`src/rtl/seg7_readback.sv`:
```
// seg7_readback: recovers the hex value shown on four active-low 7-segment digit buses.
// Once the combined 28-bit pattern has held for STABLE_CYCLES cycles, each digit is
// decoded back to a nibble. The 16-bit result and per-digit illegal flags are then
// offered on a valid/ready handshake.
//
// Ports:
//   clk    system clock, rising edge
//   aclr   asynchronous reset, active-high
//   hex0   digit 0 (LSD) segments, [0]=a .. [6]=g, active-low
//   hex1   digit 1 segments
//   hex2   digit 2 segments
//   hex3   digit 3 (MSD) segments
//   ready  consumer accepts the presented value while valid is high
//   value  decoded value {hex3,hex2,hex1,hex0} as nibbles
//   valid  value/err are being presented
//   err    err[i] set when digit i showed an illegal pattern
module seg7_readback #(
  parameter int unsigned STABLE_CYCLES = 4  // legal range 1..255
) (
  input  logic        clk,
  input  logic        aclr,
  input  logic [0:6]  hex0,
  input  logic [0:6]  hex1,
  input  logic [0:6]  hex2,
  input  logic [0:6]  hex3,
  input  logic        ready,
  output logic [15:0] value,
  output logic        valid,
  output logic [3:0]  err
);

  localparam logic [0:0] StSettle  = 1'b0;
  localparam logic [0:0] StPresent = 1'b1;

  localparam logic [7:0] CntMax = 8'(STABLE_CYCLES);

  logic [27:0] in_q, in_d;
  logic [7:0]  cnt_q, cnt_d;
  logic [27:0] last_q, last_d;
  logic        first_q, first_d;
  logic [0:0]  state_q, state_d;
  logic [15:0] value_q, value_d;
  logic [3:0]  err_q, err_d;

  logic [27:0] cur;
  logic        stable;
  logic [4:0]  dec0, dec1, dec2, dec3;

  // {err, nibble}; seg is ordered a (bit 6) down to g (bit 0).
  function automatic logic [4:0] seg_decode(input logic [6:0] seg);
    logic [4:0] r;
    case (seg)
      7'b0000001: r = 5'h00;
      7'b1001111: r = 5'h01;
      7'b0010010: r = 5'h02;
      7'b0000110: r = 5'h03;
      7'b1001100: r = 5'h04;
      7'b0100100: r = 5'h05;
      7'b0100000: r = 5'h06;
      7'b0001111: r = 5'h07;
      7'b0000000: r = 5'h08;
      7'b0000100: r = 5'h09;
      7'b0001000: r = 5'h0a;
      7'b1100000: r = 5'h0b;
      7'b0110001: r = 5'h0c;
      7'b1000010: r = 5'h0d;
      7'b0110000: r = 5'h0e;
      7'b0111000: r = 5'h0f;
      default:    r = 5'h10;
    endcase
    return r;
  endfunction

  // hexN[0] (segment a) lands on the high bit of each 7-bit field.
  assign cur    = {hex3, hex2, hex1, hex0};
  assign stable = (cnt_q == CntMax);

  assign dec0 = seg_decode(in_q[6:0]);
  assign dec1 = seg_decode(in_q[13:7]);
  assign dec2 = seg_decode(in_q[20:14]);
  assign dec3 = seg_decode(in_q[27:21]);

  always_comb begin
    in_d = cur;
    if (cur != in_q) begin
      cnt_d = 8'd0;
    end else if (cnt_q != CntMax) begin
      cnt_d = cnt_q + 8'd1;
    end else begin
      cnt_d = cnt_q;
    end
  end

  // last/first are only consulted in StSettle, so they can be committed when the value
  // is captured rather than at the transfer; a reset clears them either way.
  always_comb begin
    state_d = state_q;
    value_d = value_q;
    err_d   = err_q;
    last_d  = last_q;
    first_d = first_q;
    case (state_q)
      StSettle: begin
        if (stable && (first_q || (in_q != last_q))) begin
          value_d = {dec3[3:0], dec2[3:0], dec1[3:0], dec0[3:0]};
          err_d   = {dec3[4], dec2[4], dec1[4], dec0[4]};
          last_d  = in_q;
          first_d = 1'b0;
          state_d = StPresent;
        end
      end
      StPresent: begin
        if (ready) begin
          state_d = StSettle;
        end
      end
      default: state_d = StSettle;
    endcase
  end

  always_ff @(posedge clk or posedge aclr) begin
    if (aclr) begin
      in_q    <= '1;
      cnt_q   <= 8'd0;
      last_q  <= '1;
      first_q <= 1'b1;
      state_q <= StSettle;
      value_q <= 16'h0000;
      err_q   <= 4'h0;
    end else begin
      in_q    <= in_d;
      cnt_q   <= cnt_d;
      last_q  <= last_d;
      first_q <= first_d;
      state_q <= state_d;
      value_q <= value_d;
      err_q   <= err_d;
    end
  end

  assign valid = (state_q == StPresent);
  assign value = value_q;
  assign err   = err_q;

endmodule

```
`config.mk`:
```
export PLATFORM = sky130hd
export DESIGN_NAME = seg7_readback
export DESIGN_NICKNAME = d
export VERILOG_FILES = /design/src/rtl/seg7_readback.sv
export SDC_FILE = /design/constraint.sdc
export NUM_CORES = 1
export LEC_CHECK = 0
export CAP_MARGIN = 20
export CELL_PAD_IN_SITES_DETAIL_PLACEMENT = 1
export CELL_PAD_IN_SITES_GLOBAL_PLACEMENT = 1
export CORE_ASPECT_RATIO = 0.6
export CORE_UTILIZATION = 40
export DETAILED_ROUTE_END_ITERATION = 12
export GPL_TIMING_DRIVEN = 0
export PLACE_DENSITY_LB_ADDON = 0.1
export RECOVER_POWER = 50
export SLEW_MARGIN = 10
export SYNTH_ARGS = -nofsm -noshare
export SYNTH_HDL_FRONTEND = slang
export SYNTH_SLANG_ARGS = --single-unit
export TNS_END_PERCENT = 50
```
`constraint.sdc`:
```
create_clock -name clk -period 2.55 [get_ports clk]
set_clock_uncertainty 0.15 [all_clocks]
set_input_delay 0.51 -clock clk [delete_from_list [all_inputs] [get_ports clk]]
set_output_delay 0.51 -clock clk [all_outputs]
set_load 0.01 [all_outputs]
```
After elaboration in Yosys (flattened, before gate mapping)
Index checks and enable logic that the tools add are counted.
Widths: inputs -> output; s select.
{"block": "op_classes", "n_addsub": 1, "eq_ne": 64, "muxes": 9, "bitwise": 1, "reduce_logical": 8}
{"operator": "$pmux 5 s16", "n": 4}
{"operator": "$eq 7x6->1 const B", "n": 20}
{"operator": "$eq 7x7->1 const B", "n": 16}
{"operator": "$eq 7x3->1 const B", "n": 8}
{"operator": "$eq 7x4->1 const B", "n": 8}
{"operator": "$ne 28x28->1", "n": 2}
{"operator": "$eq 7x1->1 const B", "n": 4}
{"operator": "$eq 7x5->1 const B", "n": 4}
{"operator": "$logic_not 7->1", "n": 4}
{"operator": "$mux 8", "n": 2}
{"operator": "$add 8x1->8 const B", "n": 1}
{"operator": "$eq 8x3->1 const B", "n": 1}
{"operator": "$ne 8x3->1 const B", "n": 1}
{"operator": "$mux 1", "n": 2}
{"operator": "$pmux 1 s2", "n": 1}
{"operator": "$reduce_and 2->1", "n": 1}
{"operator": "$reduce_bool 2->1", "n": 1}
{"operator": "$logic_and 1x1->1", "n": 1}
{"operator": "$logic_or 1x1->1", "n": 1}
{"operator": "$not 1->1", "n": 1}
{"block": "totals", "register_bits": 86, "input_bits": 31, "output_inout_bits": 21, "elab_cells": 90}

Logic depth before layout (Yosys ltp)
Gate-level depths: netlist of the first run.
{"block": "depth", "word_depth": 5, "ltp_mapped": 10}

Worst setup path after synthesis of the first run
OpenSTA, ideal clock, no wires.
{"block": "synth_path", "path_type": "register to register", "from": "reg in_q[13]", "to": "reg value_q[11] (netlist: value[11])", "setup_ns": 0.128, "t_arrival_ns": 1.956, "setup_slack_ns": 0.317, "path_stages_with_launch": 8, "path_cell_list": "dfstp_2 -> clkbuf_1 -> xor2_1 -> nor4_1 -> nand4_1 -> o21ai_2 -> buf_4 -> mux2_1"}
{"block": "synth_between", "elab_chain_cells": 4}
{"element": "start: declaration", "line": "37", "source": "logic [27:0] in_q, in_d;"}
{"element": "start signal: assignment", "line": "131", "source": "in_q <= in_d;"}
{"element": "$ne 28x28->1", "line": "104", "source": "if (stable && (first_q || (in_q != last_q))) begin"}
{"element": "$logic_or 1x1->1", "line": "104"}
{"element": "$logic_and 1x1->1", "line": "104"}
{"element": "$reduce_and 2->1 (no source line)"}
{"element": "end signal: assignment", "line": "136", "source": "value_q <= value_d;"}
{"element": "end: declaration", "line": "42", "source": "logic [15:0] value_q, value_d;"}
No other way between the ends.
A chain may end at the register's enable or synchronous reset.

Final worst setup path of the first run
{"block": "layout_path", "from": "reg in_q[22]", "to": "reg value_q[15] (netlist: value[15])"}
{"block": "layout_between", "elab_chain_cells": 4, "elab_cells_between_ends": 21, "cone_classes": "eq/ne (16); mux (1); reduce/logical (4)"}
{"element": "$ne 28x28->1", "line": "104"}
{"element": "$logic_or 1x1->1", "line": "104"}
{"element": "$logic_and 1x1->1", "line": "104"}
{"element": "$reduce_and 2->1 (no source line)"}
Several ways; a longest one is shown, not always the timed one.

==> results of run 1 <==
[where the power goes]
group	leakage, nW	internal (W)	switching (W)
clock network	0.144	0.000763	0.000580
registers	0.999	0.00141	0.0000445
logic	1.38	0.000139	0.000230
[synthesized netlist by cell type, types with 8 or more instances]
cell type	count	area [um2]
nand2b_1	10	62.6
inv_1	10	37.5
o21ai_0	28	140
buf_1	8	30.0
nand4_1	13	81.3
nand2_1	34	128
a31oi_1	10	62.6
nand3_1	15	75.1
nor4_1	15	93.8
clkbuf_1	25	93.8
dfrtp_1	29	726
xor2_1	50	438
nor2_1	46	173
nor3_1	16	80.1
buf_2	11	55.1
mux2_1	27	304
dfstp_2	57	1500
a21oi_1	22	110
xnor2_1	18	158
[stage by stage]
stage / hold slack, ns / setup WS, ns / instance area (um2) / setup TNS [ns] / power, W
finish: 0.342 / -0.0438 / 6230 / -0.463 / 0.00317
detailed placement: 0.320 / -0.359 / 5740 / -15.55 / 0.00184
CTS: 0.342 / -0.0402 / 6060 / -0.140 / 0.00319
global route: 0.360 / -0.136 / 6230 / -4.61 / 0.00328
global placement: 0.309 / -0.364 / 5700 / -18.11 / 0.00182
floorplan: 0.314 / 0.317 / 4980 / 0 / 0.00168
[cells by family (layout without fill, tap and decap cells)]
logic type      count (synthesis)  count (layout)  synth area share
fa+ha+maj                       2               2           0.00503
buf+inv                        58             125            0.0503
xor+xnor                       68              68             0.120
simple gates                  182             182             0.189
mux                            28              28            0.0631
compound gates                 98              98             0.126
flops                          86              86             0.447
[registers in the layout, indices dropped and copies added, names as in the netlist]
| register | cells |
|---|---|
| last_q | 28 |
| first_q | 1 |
| value | 16 |
| valid | 1 |
| cnt_q | 8 |
| err | 4 |
| in_q | 28 |
[worst max path at each step]
stage	from	to	slack [ns]	cells after the start
floorplan	in_q[13]$_DFF_PP1_	value[11]$_DFFE_PP0P_	0.32	7
global placement	in_q[22]$_DFF_PP1_	value[2]$_DFFE_PP0P_	-0.36	7
detailed placement	in_q[22]$_DFF_PP1_	value[2]$_DFFE_PP0P_	-0.36	7
CTS	in_q[9]$_DFF_PP1_	value[4]$_DFFE_PP0P_	-0.04	8
global route	in_q[22]$_DFF_PP1_	value[2]$_DFFE_PP0P_	-0.14	7
finish	in_q[22]$_DFF_PP1_	value[15]$_DFFE_PP0P_	-0.04	7
[metal layers]
| metal | routed length, um | GRT usage | up-vias |
|---|---|---|---|
| li1 | - | - | 1962 |
| met1 | 8030 | 0.351 | 2149 |
| met2 | 6930 | 0.389 | 87 |
| met3 | 580 | 0.0474 | 17 |
| met4 | 196 | 0.0701 | 0 |
| met5 | 0 | 0 | - |
[final cells by class]
cell class	count	area, um2	area share
flip-flops and latches	86	2220	0.357
well taps	165	206	0.0331
clock inverters	7	72.6	0.0116
clock buffers	9	225	0.0362
repair buffers	61	646	0.104
multi-input cells	378	2590	0.417
inverters	10	38.8	0.00623
plain buffers	38	223	0.0358
[worst max-delay path, stage by stage, from the launching register on]
cell and delay [ns]:
dfstp_2 0.69, xor2_2 0.14, nor4_4 0.32, nand4_1 0.29, o21ai_4 0.25, buf_12 0.16
buf_12 0.15, mux2_4 0.30
[what timing repair did]
action                                  in CTS  in global routing
resized for setup                            9                 22
endpoints found under the setup margin      58                 58
endpoints found under the hold margin        0                  0
pin swaps                                    4                  5
cloned                                       0                  2
setup buffers                                1                  5
==> results.sh, run 1 <==
export IMPL_p_leak_nw=2.52
export IMPL_worst_pin_slew_ns=1.26
export IMPL_post_drt_via_cell_ratio=5.59
export IMPL_grt_ovfl_total=0
export IMPL_synth_fp_nets=555
export IMPL_grt_max_degree=39
export IMPL_r2r_end="value[15]$_DFFE_PP0P_"
export IMPL_layout_drive_gt1_share=0.192
export IMPL_cts_hold_fix_buffers=0
export IMPL_netlist_instances=522
export IMPL_antenna_found_initial=1
export IMPL_initial_core_util=0.411
export IMPL_ys_async_sr_fraction=1.00
export IMPL_hold_start="err[2]$_DFFE_PP0P_"
export IMPL_synth_cell_types=54
export IMPL_fp_dieW_um=146
export IMPL_min_path_cells=2
export IMPL_n_antenna_cell=0
export IMPL_fill_cells=1380
export IMPL_via_count=4215
export IMPL_synth_edf_count=0
export IMPL_routed_wirelength_um=15700
export IMPL_fin_nets=617
export IMPL_report_final_slew_viol_count=0
export IMPL_syn_avg_cell_area_um2=9.53
export IMPL_min_path_type="flip-flop to flip-flop"
export IMPL_syn_to_final_growth_pct=25.2
export IMPL_clk_pin_slew_worst_paths_ns=0.07
export IMPL_drtPass1Iterations=4
export IMPL_r2r_setup_slack_ns=-0.04
export IMPL_row_count=31
export IMPL_clk_latency_ns=0.34
export IMPL_hold_violations=0
export IMPL_worstSetupPathType="flip-flop to flip-flop"
export IMPL_final_common_cell="dfstp_2"
export IMPL_max_freq_ghz=0.386
export IMPL_route_detailed_drc=0
export IMPL_final_setup_worst_slack_ns=-0.0438
export IMPL_arrival_ns=2.67
export IMPL_dp_hpwl_um=11400
export IMPL_violations="negative setup slack"
export IMPL_port_buffers=51
export IMPL_final_core_util=0.515
export IMPL_netlist_area_um2=4970
export IMPL_fin_crit_sh=1.02
export IMPL_final_cell_mix="57 x dfstp_2, 49 x xor2_1, 45 x nor2_1"
export IMPL_ctsLongestPathBuffers=2
export IMPL_io_pins=52
export IMPL_grt_pass1_wl_um=24200
export IMPL_final_antenna_net_count=0
export IMPL_core_um2=12100
export IMPL_slew_headroom=0.156
export IMPL_hold_end="err[2]$_DFFE_PP0P_"
export IMPL_cts_tree="done"
export IMPL_fin_crit_ns=2.59
export IMPL_yosysWarnings=0
export IMPL_critPathRequiredTime_ns=2.63
export IMPL_cts_buffers=9
export IMPL_crit_fanout=10
export IMPL_critPathLaunchType="flip-flop"
export IMPL_grt_pass1_vias=4340
export IMPL_track_usage=0.248
export IMPL_cts_max_level=3
export IMPL_ir_worst_vdd_uv=310
export IMPL_gp_congestion=0.879
export IMPL_worstRegToRegCells=7
export IMPL_clock_sinks=86
export IMPL_die_h_um=88.4
export IMPL_status="finished with violations"
export IMPL_dieArea_um2=12900
export IMPL_routedWlPerCell_um=20.9
export IMPL_cap_violations=0
export IMPL_cts_root_buf="clkbuf_16"
export IMPL_endpoint_kind="flip-flop"
export IMPL_power_density_nw_per_um2=508
export IMPL_setup_viol=27
export IMPL_rsz0062_at_grt="true"
export IMPL_drtIter0Drc=256
export IMPL_ys_ff_latch=86
export IMPL_r2r_start="in_q[22]$_DFF_PP1_"
export IMPL_dp_cells=740
export IMPL_ys_seq_area_frac=0.447
export IMPL_instances_no_fill=754
export IMPL_ys_flop_type="dfstp_2"
No activity file was read; power rests on OpenSTA's default activity.
==> run 2: changes to the inputs <==
--- a/config.mk
+++ b/config.mk
@@ -5,7 +5,6 @@
 export SDC_FILE = /design/constraint.sdc
 export NUM_CORES = 1
 export LEC_CHECK = 0
-export CAP_MARGIN = 20
 export CELL_PAD_IN_SITES_DETAIL_PLACEMENT = 1
 export CELL_PAD_IN_SITES_GLOBAL_PLACEMENT = 1
 export CORE_ASPECT_RATIO = 0.6
==> results of run 2 <==
Final layout, timing and power as in run 1 (identical DEF).
==> run 3: changes to the inputs <==
--- a/config.mk
+++ b/config.mk
@@ -10,10 +10,10 @@
 export CORE_ASPECT_RATIO = 0.6
 export CORE_UTILIZATION = 40
 export DETAILED_ROUTE_END_ITERATION = 12
+export GPL_ROUTABILITY_DRIVEN = 0
 export GPL_TIMING_DRIVEN = 0
 export PLACE_DENSITY_LB_ADDON = 0.1
 export RECOVER_POWER = 50
-export SLEW_MARGIN = 10
 export SYNTH_ARGS = -nofsm -noshare
 export SYNTH_HDL_FRONTEND = slang
 export SYNTH_SLANG_ARGS = --single-unit
==> run 3 against run 2 <==
- the run now ends clean
- via count rose by 0.36%
- register-to-register slack improved by 0.13 ns
- power barely moved
- highest routed layer unchanged
==> results.sh, run 3 (synthesis gave the netlist of run 1 again) <==
export IMPL_hold_violations=0
export IMPL_p_leak_nw=2.43
export IMPL_hold_start="value[12]$_DFFE_PP0P_"
export IMPL_syn_to_final_growth_pct=22.6
export IMPL_n_antenna_cell=0
export IMPL_arrival_ns=2.54
export IMPL_critPathLaunchType="flip-flop"
export IMPL_worst_pin_slew_ns=1.25
export IMPL_clk_pin_slew_worst_paths_ns=0.07
export IMPL_fp_dieW_um=146
export IMPL_total_power_w=0.00316
export IMPL_r2r_setup_slack_ns=0.09
export IMPL_fin_nets=613
export IMPL_drtPass1Iterations=5
export IMPL_cap_violations=0
export IMPL_ctsLongestPathBuffers=2
export IMPL_initial_core_util=0.411
export IMPL_final_common_cell="dfstp_2"
export IMPL_route_detailed_drc=0
export IMPL_fin_crit_sh=0.965
export IMPL_drtIter0Drc=264
export IMPL_io_pins=52
export IMPL_critPathRequiredTime_ns=2.63
export IMPL_dieArea_um2=12900
export IMPL_max_stage_delay_ns=0.63
export IMPL_worstSetupPathType="flip-flop to flip-flop"
export IMPL_hold_end="value[12]$_DFFE_PP0P_"
export IMPL_grt_ovfl_total=0
export IMPL_die_h_um=88.4
export IMPL_via_count=4230
export IMPL_postPlaceCellArea_um2=5740
export IMPL_final_antenna_net_count=0
export IMPL_setup_viol=0
export IMPL_antenna_found_initial=0
export IMPL_dp_cells=740
export IMPL_r2r_start="in_q[21]$_DFF_PP1_"
export IMPL_dp_hpwl_um=11300
export IMPL_grt_pass1_vias=4477
export IMPL_crit_fanout=10
export IMPL_fin_crit_ns=2.46
export IMPL_final_cell_mix="57 x dfstp_2, 49 x xor2_1, 45 x nor2_1"
export IMPL_post_drt_via_cell_ratio=5.64
export IMPL_port_buffers=51
export IMPL_track_usage=0.252
export IMPL_routed_wirelength_um=15300
export IMPL_cts_root_buf="clkbuf_16"
export IMPL_max_freq_ghz=0.407
export IMPL_row_count=31
export IMPL_slowest_stage="dfstp_2"
export IMPL_endpoint_kind="flip-flop"
export IMPL_grt_max_degree=40
export IMPL_crit_family="flip-flops"
export IMPL_core_um2=12100
export IMPL_report_final_slew_viol_count=0
export IMPL_ir_worst_vdd_uv=379
export IMPL_min_path_type="flip-flop to flip-flop"
export IMPL_layout_drive_gt1_share=0.176
export IMPL_crit_buf_inv=1
export IMPL_power_density_nw_per_um2=519
export IMPL_cts_max_level=3
export IMPL_worstRegToRegCells=6
export IMPL_clk_latency_ns=0.35
export IMPL_crit_chain="xor2_2 -> nor4_4 -> nand4_1 -> o21ai_4 -> buf_6 -> mux2_1"
export IMPL_cts_buffers=9
export IMPL_grt_pass1_wl_um=24600
export IMPL_design_area_um2=6100
export IMPL_r2r_end="value[15]$_DFFE_PP0P_"
export IMPL_clock_sinks=86
export IMPL_fin_tns_setup_ns=0
export IMPL_status="finished, final reports clean"
export IMPL_routedWlPerCell_um=20.4
export IMPL_instances_no_fill=750
export IMPL_cts_tree="done"
export IMPL_slew_headroom=0.165
export IMPL_min_path_cells=1
[run 3: worst max path at each step]
stage                  startpoint                    end  slack (ns)  depth (start not counted)
2_1_floorplan  in_q[13]$_DFF_PP1_  value[11]$_DFFE_PP0P_        0.32                          7
3_3_place_gp   in_q[22]$_DFF_PP1_   value[2]$_DFFE_PP0P_       -0.33                          7
3_5_place_dp   in_q[22]$_DFF_PP1_  value[15]$_DFFE_PP0P_       -0.38                          7
4_1_cts         in_q[9]$_DFF_PP1_   value[2]$_DFFE_PP0P_       0.002                          7
5_1_grt        in_q[21]$_DFF_PP1_   value[4]$_DFFE_PP0P_       -0.01                          7
6_report       in_q[21]$_DFF_PP1_  value[15]$_DFFE_PP0P_        0.09                          6
[run 3: area by class of cell]
| cell class | count | area [um2] |
|---|---|---|
| Clock inverter | 7 | 72.6 |
| Buffer | 34 | 160 |
| Clock buffer | 9 | 225 |
| Inverter | 10 | 38.8 |
| Tap cell | 165 | 206 |
| Multi-Input combinational cell | 378 | 2570 |
| Timing Repair Buffer | 61 | 602 |
| Fill cell | 1372 | 6000 |
| Sequential cell | 86 | 2220 |
[run 3: stage by stage]
step / utilization / setup slack, ns / hold slack, ns
2_1_floorplan: - / 0.317 / 0.314
3_3_place_gp: 0.471 / -0.326 / 0.310
3_5_place_dp: 0.474 / -0.380 / 0.319
4_1_cts: 0.501 / 0.00226 / 0.334
5_1_grt: 0.504 / -0.0147 / 0.363
6_report: 0.504 / 0.0901 / 0.328
[run 3: layer usage]
metal | vias to the layer above | global-route usage | part of all wire
met3 | 27 | 0.0526 | 0.040
met4 | 0 | 0.0890 | 0.027
met1 | 2118 | 0.357 | 0.49
met5 | - | 0 | 0
li1 | 1969 | - | -
met2 | 116 | 0.385 | 0.44
[run 3: what timing repair did]
item | 4_1_cts | 5_1_grt
pin swaps | 5 | 6
hold buffers | 0 | 0
endpoints found under the setup margin | 58 | 45
gates resized for setup | 8 | 11
buffers inserted | 4 | 4
[run 3: report_power, final]
| part | total (W) | internal (W) | switching [W] |
|---|---|---|---|
| clock network | 0.00135 | 0.000763 | 0.000582 |
| registers | 0.00146 | 0.00141 | 0.0000457 |
| logic | 0.000364 | 0.000139 | 0.000224 |
| total | 0.00316 | 0.00231 | 0.000852 |
